[src/rtl/bin2bcd_pkg.sv]
// Shared types and helpers for the sequential binary-to-BCD converter.
//   state_t    : converter FSM states
//   cnt_width  : bit-counter width needed to hold BIN_W
//   bcd_max    : largest value representable in a given number of BCD digits
//   bin_max    : largest value representable in a given number of binary bits
package bin2bcd_pkg;

  typedef enum logic [1:0] {
    IDLE  = 2'd0,
    SHIFT = 2'd1,
    DONE  = 2'd2
  } state_t;

  localparam int unsigned BIN_W_DEF  = 11;
  localparam int unsigned DIGITS_DEF = 4;
  localparam int unsigned CNT_W_DEF  = $clog2(BIN_W_DEF + 1);

  // Width of a down-counter that must hold the value bin_w.
  function automatic int unsigned cnt_width(input int unsigned bin_w);
    int unsigned w;
    w = $clog2(bin_w + 1);
    return (w < 1) ? 1 : w;
  endfunction

  // 10**digits - 1, the overflow threshold.
  function automatic logic [63:0] bcd_max(input int unsigned digits);
    logic [63:0] p;
    p = 64'd1;
    for (int unsigned i = 0; i < digits; i++) begin
      p = p * 64'd10;
    end
    return p - 64'd1;
  endfunction

  // 2**bin_w - 1, the largest binary operand.
  function automatic logic [63:0] bin_max(input int unsigned bin_w);
    return (bin_w >= 64) ? {64{1'b1}} : ((64'd1 << bin_w) - 64'd1);
  endfunction

endpackage

[src/rtl/bin2bcd_digit_adj.sv]
// Double-dabble digit correction: adds 3 to a BCD nibble that is 5 or more,
// so the following left shift carries correctly into the next decade.
//   i_nib   : scratch BCD digit before the shift
//   o_nib_c : corrected digit (combinational)
module bin2bcd_digit_adj (
  input  logic [3:0] i_nib,
  output logic [3:0] o_nib_c
);

  always_comb begin
    o_nib_c = i_nib;
    if (i_nib >= 4'd5) begin
      o_nib_c = i_nib + 4'd3;
    end
  end

endmodule

[src/rtl/bin2bcd_seq.sv]
// Sequential binary-to-BCD converter (shift-and-add-3), one operand bit per clock.
// Start/busy/done handshake; bcd/ovf/blank are registered and held between results.
// Optional leading-zero blanking is enabled by defining BIN2BCD_LZ_BLANK_EN;
// without it the blank port is tied to zero.
//   clk   : system clock, rising edge
//   rst   : synchronous reset, active-high
//   start : conversion request, honoured only in IDLE
//   bin   : binary operand, captured on the accepted start
//   busy  : high while operand bits are being shifted
//   done  : one-cycle pulse when bcd/ovf/blank are updated
//   bcd   : packed BCD result, digit 0 (units) in bcd[3:0]
//   ovf   : captured operand exceeded 10**DIGITS-1
//   blank : leading-zero mask, bit i set when digit i is blanked
module bin2bcd_seq
  import bin2bcd_pkg::*;
#(
  parameter int unsigned BIN_W  = BIN_W_DEF,
  parameter int unsigned DIGITS = DIGITS_DEF
) (
  input  logic                  clk,
  input  logic                  rst,
  input  logic                  start,
  input  logic [BIN_W-1:0]      bin,
  output logic                  busy,
  output logic                  done,
  output logic [4*DIGITS-1:0]   bcd,
  output logic                  ovf,
  output logic [DIGITS-1:0]     blank
);

  localparam int unsigned BCD_W   = 4 * DIGITS;
  localparam int unsigned CNT_W   = cnt_width(BIN_W);
  localparam logic [63:0] BCD_MAX = bcd_max(DIGITS);
  // Overflow is only reachable when the operand range exceeds the digit range.
  localparam logic        OVF_ABLE = (bin_max(BIN_W) > BCD_MAX);

  state_t             r_state;
  state_t             w_state_next;

  logic [BIN_W-1:0]   r_sr;
  logic [BCD_W-1:0]   r_scr;
  logic [BCD_W-1:0]   w_adj;
  logic [CNT_W-1:0]   r_cnt;
  logic               r_ovf_pend;

  logic               r_busy;
  logic               r_done;
  logic [BCD_W-1:0]   r_bcd;
  logic               r_ovf;

  logic               w_load;
  logic               w_shift;
  logic               w_commit;
  logic               w_busy_next;
  logic               w_ovf_next;

  // State register.
  always_ff @(posedge clk) begin
    if (rst) begin
      r_state <= IDLE;
    end else begin
      r_state <= w_state_next;
    end
  end

  // Next-state logic; the last shift is the one taken with r_cnt == 1.
  always_comb begin
    w_state_next = r_state;
    case (r_state)
      IDLE:    if (start) w_state_next = SHIFT;
      SHIFT:   if (r_cnt == CNT_W'(1)) w_state_next = DONE;
      DONE:    w_state_next = IDLE;
      default: w_state_next = IDLE;
    endcase
  end

  // FSM decode into datapath controls.
  always_comb begin
    w_load   = 1'b0;
    w_shift  = 1'b0;
    w_commit = 1'b0;
    case (r_state)
      IDLE:    w_load   = start;
      SHIFT:   w_shift  = 1'b1;
      DONE:    w_commit = 1'b1;
      default: ;
    endcase
    w_busy_next = (w_state_next == SHIFT);
  end

  assign w_ovf_next = OVF_ABLE && (64'(bin) > BCD_MAX);

  // Per-digit +3 correction ahead of every shift.
  for (genvar g = 0; g < DIGITS; g++) begin : g_adj
    bin2bcd_digit_adj u_adj (
      .i_nib   (r_scr[4*g +: 4]),
      .o_nib_c (w_adj[4*g +: 4])
    );
  end

  // Shift datapath and result registers; bits leaving the top digit are dropped.
  always_ff @(posedge clk) begin
    if (rst) begin
      r_sr       <= '0;
      r_scr      <= '0;
      r_cnt      <= '0;
      r_ovf_pend <= 1'b0;
      r_busy     <= 1'b0;
      r_done     <= 1'b0;
      r_bcd      <= '0;
      r_ovf      <= 1'b0;
    end else begin
      r_busy <= w_busy_next;
      r_done <= w_commit;
      if (w_load) begin
        r_sr       <= bin;
        r_scr      <= '0;
        r_cnt      <= CNT_W'(BIN_W);
        r_ovf_pend <= w_ovf_next;
      end
      if (w_shift) begin
        r_scr <= {w_adj[BCD_W-2:0], r_sr[BIN_W-1]};
        r_sr  <= r_sr << 1;
        r_cnt <= r_cnt - CNT_W'(1);
      end
      if (w_commit) begin
        r_bcd <= r_scr;
        r_ovf <= r_ovf_pend;
      end
    end
  end

`ifdef BIN2BCD_LZ_BLANK_EN
  logic [DIGITS-1:0] r_blank;
  logic [DIGITS-1:0] w_blank;
  logic              w_zero_run;

  // Walk down from the top digit; blanking stops at the first nonzero digit.
  // The units digit is never blanked, and an overflowed result is shown in full.
  always_comb begin
    w_blank    = '0;
    w_zero_run = 1'b1;
    for (int i = DIGITS - 1; i >= 1; i--) begin
      w_zero_run = w_zero_run && (r_scr[4*i +: 4] == 4'd0);
      w_blank[i] = w_zero_run;
    end
    if (r_ovf_pend) begin
      w_blank = '0;
    end
  end

  always_ff @(posedge clk) begin
    if (rst) begin
      r_blank <= '0;
    end else if (w_commit) begin
      r_blank <= w_blank;
    end
  end

  assign blank = r_blank;
`else
  assign blank = '0;
`endif

  assign busy = r_busy;
  assign done = r_done;
  assign bcd  = r_bcd;
  assign ovf  = r_ovf;

endmodule
[config.mk]
export PLATFORM = sky130hd
export DESIGN_NAME = bin2bcd_seq
export DESIGN_NICKNAME = d
export VERILOG_FILES = /design/src/rtl/bin2bcd_pkg.sv /design/src/rtl/bin2bcd_digit_adj.sv /design/src/rtl/bin2bcd_seq.sv
export SDC_FILE = /design/constraint.sdc
export NUM_CORES = 1
export LEC_CHECK = 0
export BUFFER_PORTS_ARGS = -buffer_cell sky130_fd_sc_hd__buf_4
export CORE_ASPECT_RATIO = 1.4
export CORE_MARGIN = 2
export CORE_UTILIZATION = 55
export DETAILED_ROUTE_END_ITERATION = 16
export GPL_ROUTABILITY_DRIVEN = 1
export PLACE_DENSITY = 0.81
export SYNTH_ARGS = -nofsm -noshare
export SYNTH_HDL_FRONTEND = slang
export SYNTH_SLANG_ARGS = --single-unit
[constraint.sdc]
create_clock -name clk -period 1.6 [get_ports clk]
set_input_delay 0.4 -clock clk [delete_from_list [all_inputs] [get_ports clk]]
set_output_delay 0.4 -clock clk [all_outputs]
set_load 0.02 [all_outputs]
# Word-level counts from Yosys, hierarchy flattened
# Index checks and enable logic that the tools add are counted.
# totals
output_inout_bits	23
wordCells	40
input_bits	14
reg_bits	51
# op_classes
eq_ne	4
addsub	5
reduce_logical	3
n_lt_le_gt_ge	4
muxes	16
# op_table
operator	count
$mux W16	2
$mux W11	2
$mux W4	5
$ge A4 B3 Y1 const B	4
$add A4 B2 Y4 const B	3
$eq A2 B1 Y1 const B	2
$eq A4 B1 Y1 const B	1
$mux W2	2
$pmux W2 S2	1
$sub A4 B1 Y4 const B	1
$add A3 B2 Y3 const B	1
$mux W1	3
$mux W3	1
$eq A2 B2 Y1 const B	1
$logic_not A2 Y1	1
$reduce_bool A2 Y1	1
$reduce_or A2 Y1	1

# Longest topological paths before layout
# depth
ltp_word	4
ltp_mapped	6
ltp_nobuf	6

# Modules after synthesis
# From an unflattened synthesis, not the netlist that was laid out.
# hier_totals
hier_cells	280
hier_area_um2	2351.0
# by_module_without_submodules
module	cells_per_inst	area_each_um2	seq_area_each_um2	n_inst
bin2bcd_seq	216	1945.6	1021.0	1
bin2bcd_digit_adj	16	101.3	0.0	4

# Least setup slack after synthesis
# Ideal clock, no wire load.
# synth_path
path_kind	reg2reg
start	reg r_scr[9]
end	reg r_scr[10]
required_time_ps	1483
n_path_buf	0
path_stages_with_launch	7
setup_ps	117
period_less_slack_ps	1350
path_slack_ps	250
t_arrival_ps	1233
cell_sequence	dfxtp_1 inv_1 ha_1 nand2b_1 a21oi_1 mux2i_1 a22o_1
# synth_via
elab_chain_cells	3
word_cells_on_any_way	4
cone_classes	add/sub (1); order compare (1); mux (2)
# synth_rtl
element	line_no	text
from (decl)	bin2bcd_seq.sv:41	logic [BCD_W-1:0] r_scr;
from (signal assigned)	bin2bcd_seq.sv:122	r_scr <= {w_adj[BCD_W-2:0], r_sr[BIN_W-1]};
$add A4 B2 Y4 or $ge A4 B3 Y1 (tied branches)	bin2bcd_digit_adj.sv:13, bin2bcd_digit_adj.sv:12	
$mux W4 *	bin2bcd_digit_adj.sv:12	if (i_nib >= 4'd5) begin
$mux W16 *	bin2bcd_seq.sv:121	if (w_shift) begin
# Mark *: on every way between the ends. The rest lies on a longest branch, timed or not.
# A chain may end at the register's enable or synchronous reset.

# Worst setup path after layout
# Same ends and word-level chain as after synthesis.

==> summary.md <==
| Metric | Value |
|---|---|
| Max Slew Vio Count | `0` |
| Mean Syn Cell Area | `8.74 um2` |
| Synth Area in Compound Gates | `between 10% and 20%` |
| EDFF count, synth | `0` |
| Tmin final | `around 1.5 ns` |
| Max-slew headroom | `roughly two thirds` |
| Fin nets | `roughly 320` |
| Final Skew | `approximately 0.0074 ns` |
| Post-CTS Hold Buffers | `0` |
| Status | `complete, no violations` |
| Total gr overflow | `0` |
| Crit path max-delay cell type | `dfxtp_1` |
| Met1 usage | `23.0%` |
| Total power | `approximately 2.5 mW` |
| Initial DRT Pass Iterations | `4` |
| Ranking of synthesized cells by area | `dfxtp_1 (44%), a21oi_1 (5.3%), ha_1 (5.3%), nand2_1 (5.1%), a22o_1 (4.1%)` |
| Sink Count | `~50` |
| Logic pwr share | `around an eighth` |
| Post-DP HPWL | `between 3 and 4 mm` |
| Vias per cell | `5.40` |
| Leak | `roughly 1.1 nW` |
| Clk network pwr share | `33.0%` |
| Setup TNS | `0 ns` |
| Startpoint Class | `flop` |
| FFs w/ async S/R, synth | `0%` |
| Max Cap Violations | `0` |
| GPL Wtd Cong | `approximately 0.77` |
| Met2 usage | `between 30% and 40%` |
| P&R area growth vs syn | `15.8%` |
| Drt wl/cell | `between 10 and 15 um` |
| # IOs | `37` |
| Core ar. | `roughly 0.0042 mm2` |
| XOR/XNOR share of the synthesized area | `roughly 2.6%` |
| CP Buf/Inv Count | `1` |
| Tcrit/Tclk final | `between 90% and 100%` |
| Mapped Area | `roughly 0.0023 mm2` |
| Most common cell after layout, fill and taps aside | `dfxtp_1` |
| Setup slack at placement | `-0.0362 ns` |
| Final WS setup | `0.140 ns` |
| Synth Area in Simple Gates | `between 20% and 30%` |
| Pwr Density | `between 900 and 1000 mW/mm2` |
| CTS tree | `yes` |
| # rows | `28` |
| Post-synth cell types | `37` |
| CTS Buffer Depth | `2` |
| Most frequent cells in the layout | `dfxtp_1 (50), buf_4 (42), nand2_1 (32)` |
| DR vias | `about 1900` |
| Initial Util | `56.2%` |
| Arrival @ worst endpoint | `between 1.5 and 2 ns` |
| Met3 usage | `4.62%` |
| Cell taking the most area after synthesis | `dfxtp_1` |
| Largest net degree at the start of global routing | `27` |
| Critical path required time | `roughly 1.9 ns` |
| GR peak layer | `met2` |
| Synth warnings | `0` |
| Hold/Removal Path Class | `input pin to flop` |
| Layout cells sized above 1 | `a little under a quarter` |
| Internal power | `between 1.5 and 2 mW` |
| Iteration-0 DRC Markers | `74` |
| Final hold violation count | `0` |
| Slew @ Worst Pin | `~0.5 ns` |
| Crit-path leading delay family | `flip-flops` |
| Critical path capture point type | `flop` |
| CP max stage delay | `around 0.38 ns` |
| Final ANT Viol Nets | `0` |
| Postcts setup bufs | `0` |
| Final wirelength | `4.48 mm` |
| Max IR drop VDD | `about 0.60 mV` |
| Syn Inst Count | `268` |
| Critical Path, Cell by Cell | `inv_1, ha_1, nand2b_1, a21oi_2, mux2i_1, a22o_1` |
| Min Hold Slack | `between 0.3 and 0.4 ns` |
| Port bufs | `31` |
| Sequential area share after synthesis | `~44%` |
| Number of setup violations in the final report | `0` |
| Post-synthesis adder-cell area fraction | `5.34%` |
| F_max | `just under 700 MHz` |
| RSZ-0062 raised after global routing | `no` |
| Post-synthesis mux area share | `between 2 and 2.5%` |
| Fill cells | `~360` |
| Flop pwr share | `between 50% and 60%` |
| Ant. Diodes | `0` |
| Clock Latency Late Sink | `0.31 ns` |
| First-pass GRT wire length | `about 7.6 mm` |
| Number of global-route vias before repair | `around 1700` |
| Root Driver | `clkbuf_8` |
| Reg clk slew, reported paths | `about 0.090 ns` |
| Die Wd | `between 50 and 60 um` |
| Antenna violations before repair | `0` |
| Predominant post-synthesis flop cell | `dfxtp_1` |
| GRT Util Overall | `around a fifth` |
| CP Class | `flop to flop` |
| P_sw | `about 630 uW` |
| Largest family of logic cells by synthesized area | `simple AND/OR/NAND/NOR gates` |
| Switching share of power | `approximately a quarter` |
| DRC | `0` |
| H-Tree Level Count | `2` |
| Num CTS Buffers | `5` |
| Yosys reg bits | `between 50 and 60` |
| Share of the synthesized area in the top cell type | `about 44%` |
| CP max FO | `4` |
| DIE HEIGHT | `between 80 and 90 um` |
| Die ar. | `a little under 0.005 mm2` |
[cells in the mapped netlist, types with 2 or more instances]
cell type,instances
nor3_1,6
o21ai_0,8
ha_1,10
buf_4,8
nand3_1,4
nor2_2,2
inv_1,11
buf_2,7
nor2b_1,11
a21oi_1,25
nand2_1,32
nand2b_1,5
buf_6,2
a311oi_1,2
xnor2_1,4
nor3_2,9
nor2_1,25
mux2i_1,4
clkbuf_1,3
a22o_1,11
dfxtp_1,51
xor2_1,3
a22oi_1,2
o22ai_1,10
[sequential cells by signal, summed over array words and instances (netlist names)]
name,count
busy,1
r_sr,11
done,1
r_state,2
bcd,16
r_scr,16
r_cnt,4
[power by group through the flow]
stage / clock (mW) / sequential (mW) / combinational (mW)
floorplan: 0 / 1.37 / 0.244
global placement: 0 / 1.38 / 0.300
detailed placement: 0 / 1.38 / 0.309
CTS: 0.841 / 1.35 / 0.311
global route: 0.898 / 1.36 / 0.347
finish: 0.818 / 1.35 / 0.310
[kinds of logic (layout without fill, tap and decap cells)]
logic type | Yosys count | in the layout
multiplexers | 5 | 5
flip-flops | 51 | 51
other | 1 | 5
XOR/XNOR | 7 | 7
buffers and inverters | 33 | 61
AO/OA/AOI/OAI | 61 | 61
adder cells (fa/ha/maj) | 10 | 10
AND/OR/NAND/NOR | 100 | 100
[routing by layer]
layer | part of all wire (%) | up-vias
met5 | 0 | -
met4 | 2.2 | 0
met3 | 3.6 | 9
met2 | 51 | 39
met1 | 43 | 859
li1 | - | 955
[stage by stage]
step	cells	cell area, um2	utilization (%)
floorplan	272	2360	-
global placement	337	2590	62.2
detailed placement	337	2590	62.2
CTS	345	2700	64.7
global route	345	2710	65.1
finish	345	2710	65.1
[area by class of cell]
type | instances | area [um2] | area share (%)
tap | 45 | 56.3 | 2.07
clock inverter | 1 | 7.51 | 0.277
clock buffer | 7 | 96.3 | 3.55
sequential | 51 | 1020 | 37.7
timing repair buffer | 42 | 315 | 11.6
inverter | 11 | 41.3 | 1.52
multi-input combinational | 188 | 1170 | 43.3
[final timing paths]
path	depth (start not counted)	slack [ns]	start	to
setup / recovery	6	0.14	r_scr[9]	r_scr[10]
hold / removal	3	0.36	bin[0]	r_sr[0]
setup reg to reg	6	0.14	r_scr[9]	r_scr[10]
hold reg to reg	2	0.46	bcd[5]	bcd[5]
[worst min-delay path, stage by stage]
cell	delay [ns]
buf_4	0.08
a32oi_1	0.08
nor2_1	0.08
[what timing repair did]
item                       4_1_cts  5_1_grt
cloned                           0        0
setup endpoints to repair        1       13
gates resized for setup          1        5
Note: power is estimated with default switching activity, not from simulation.
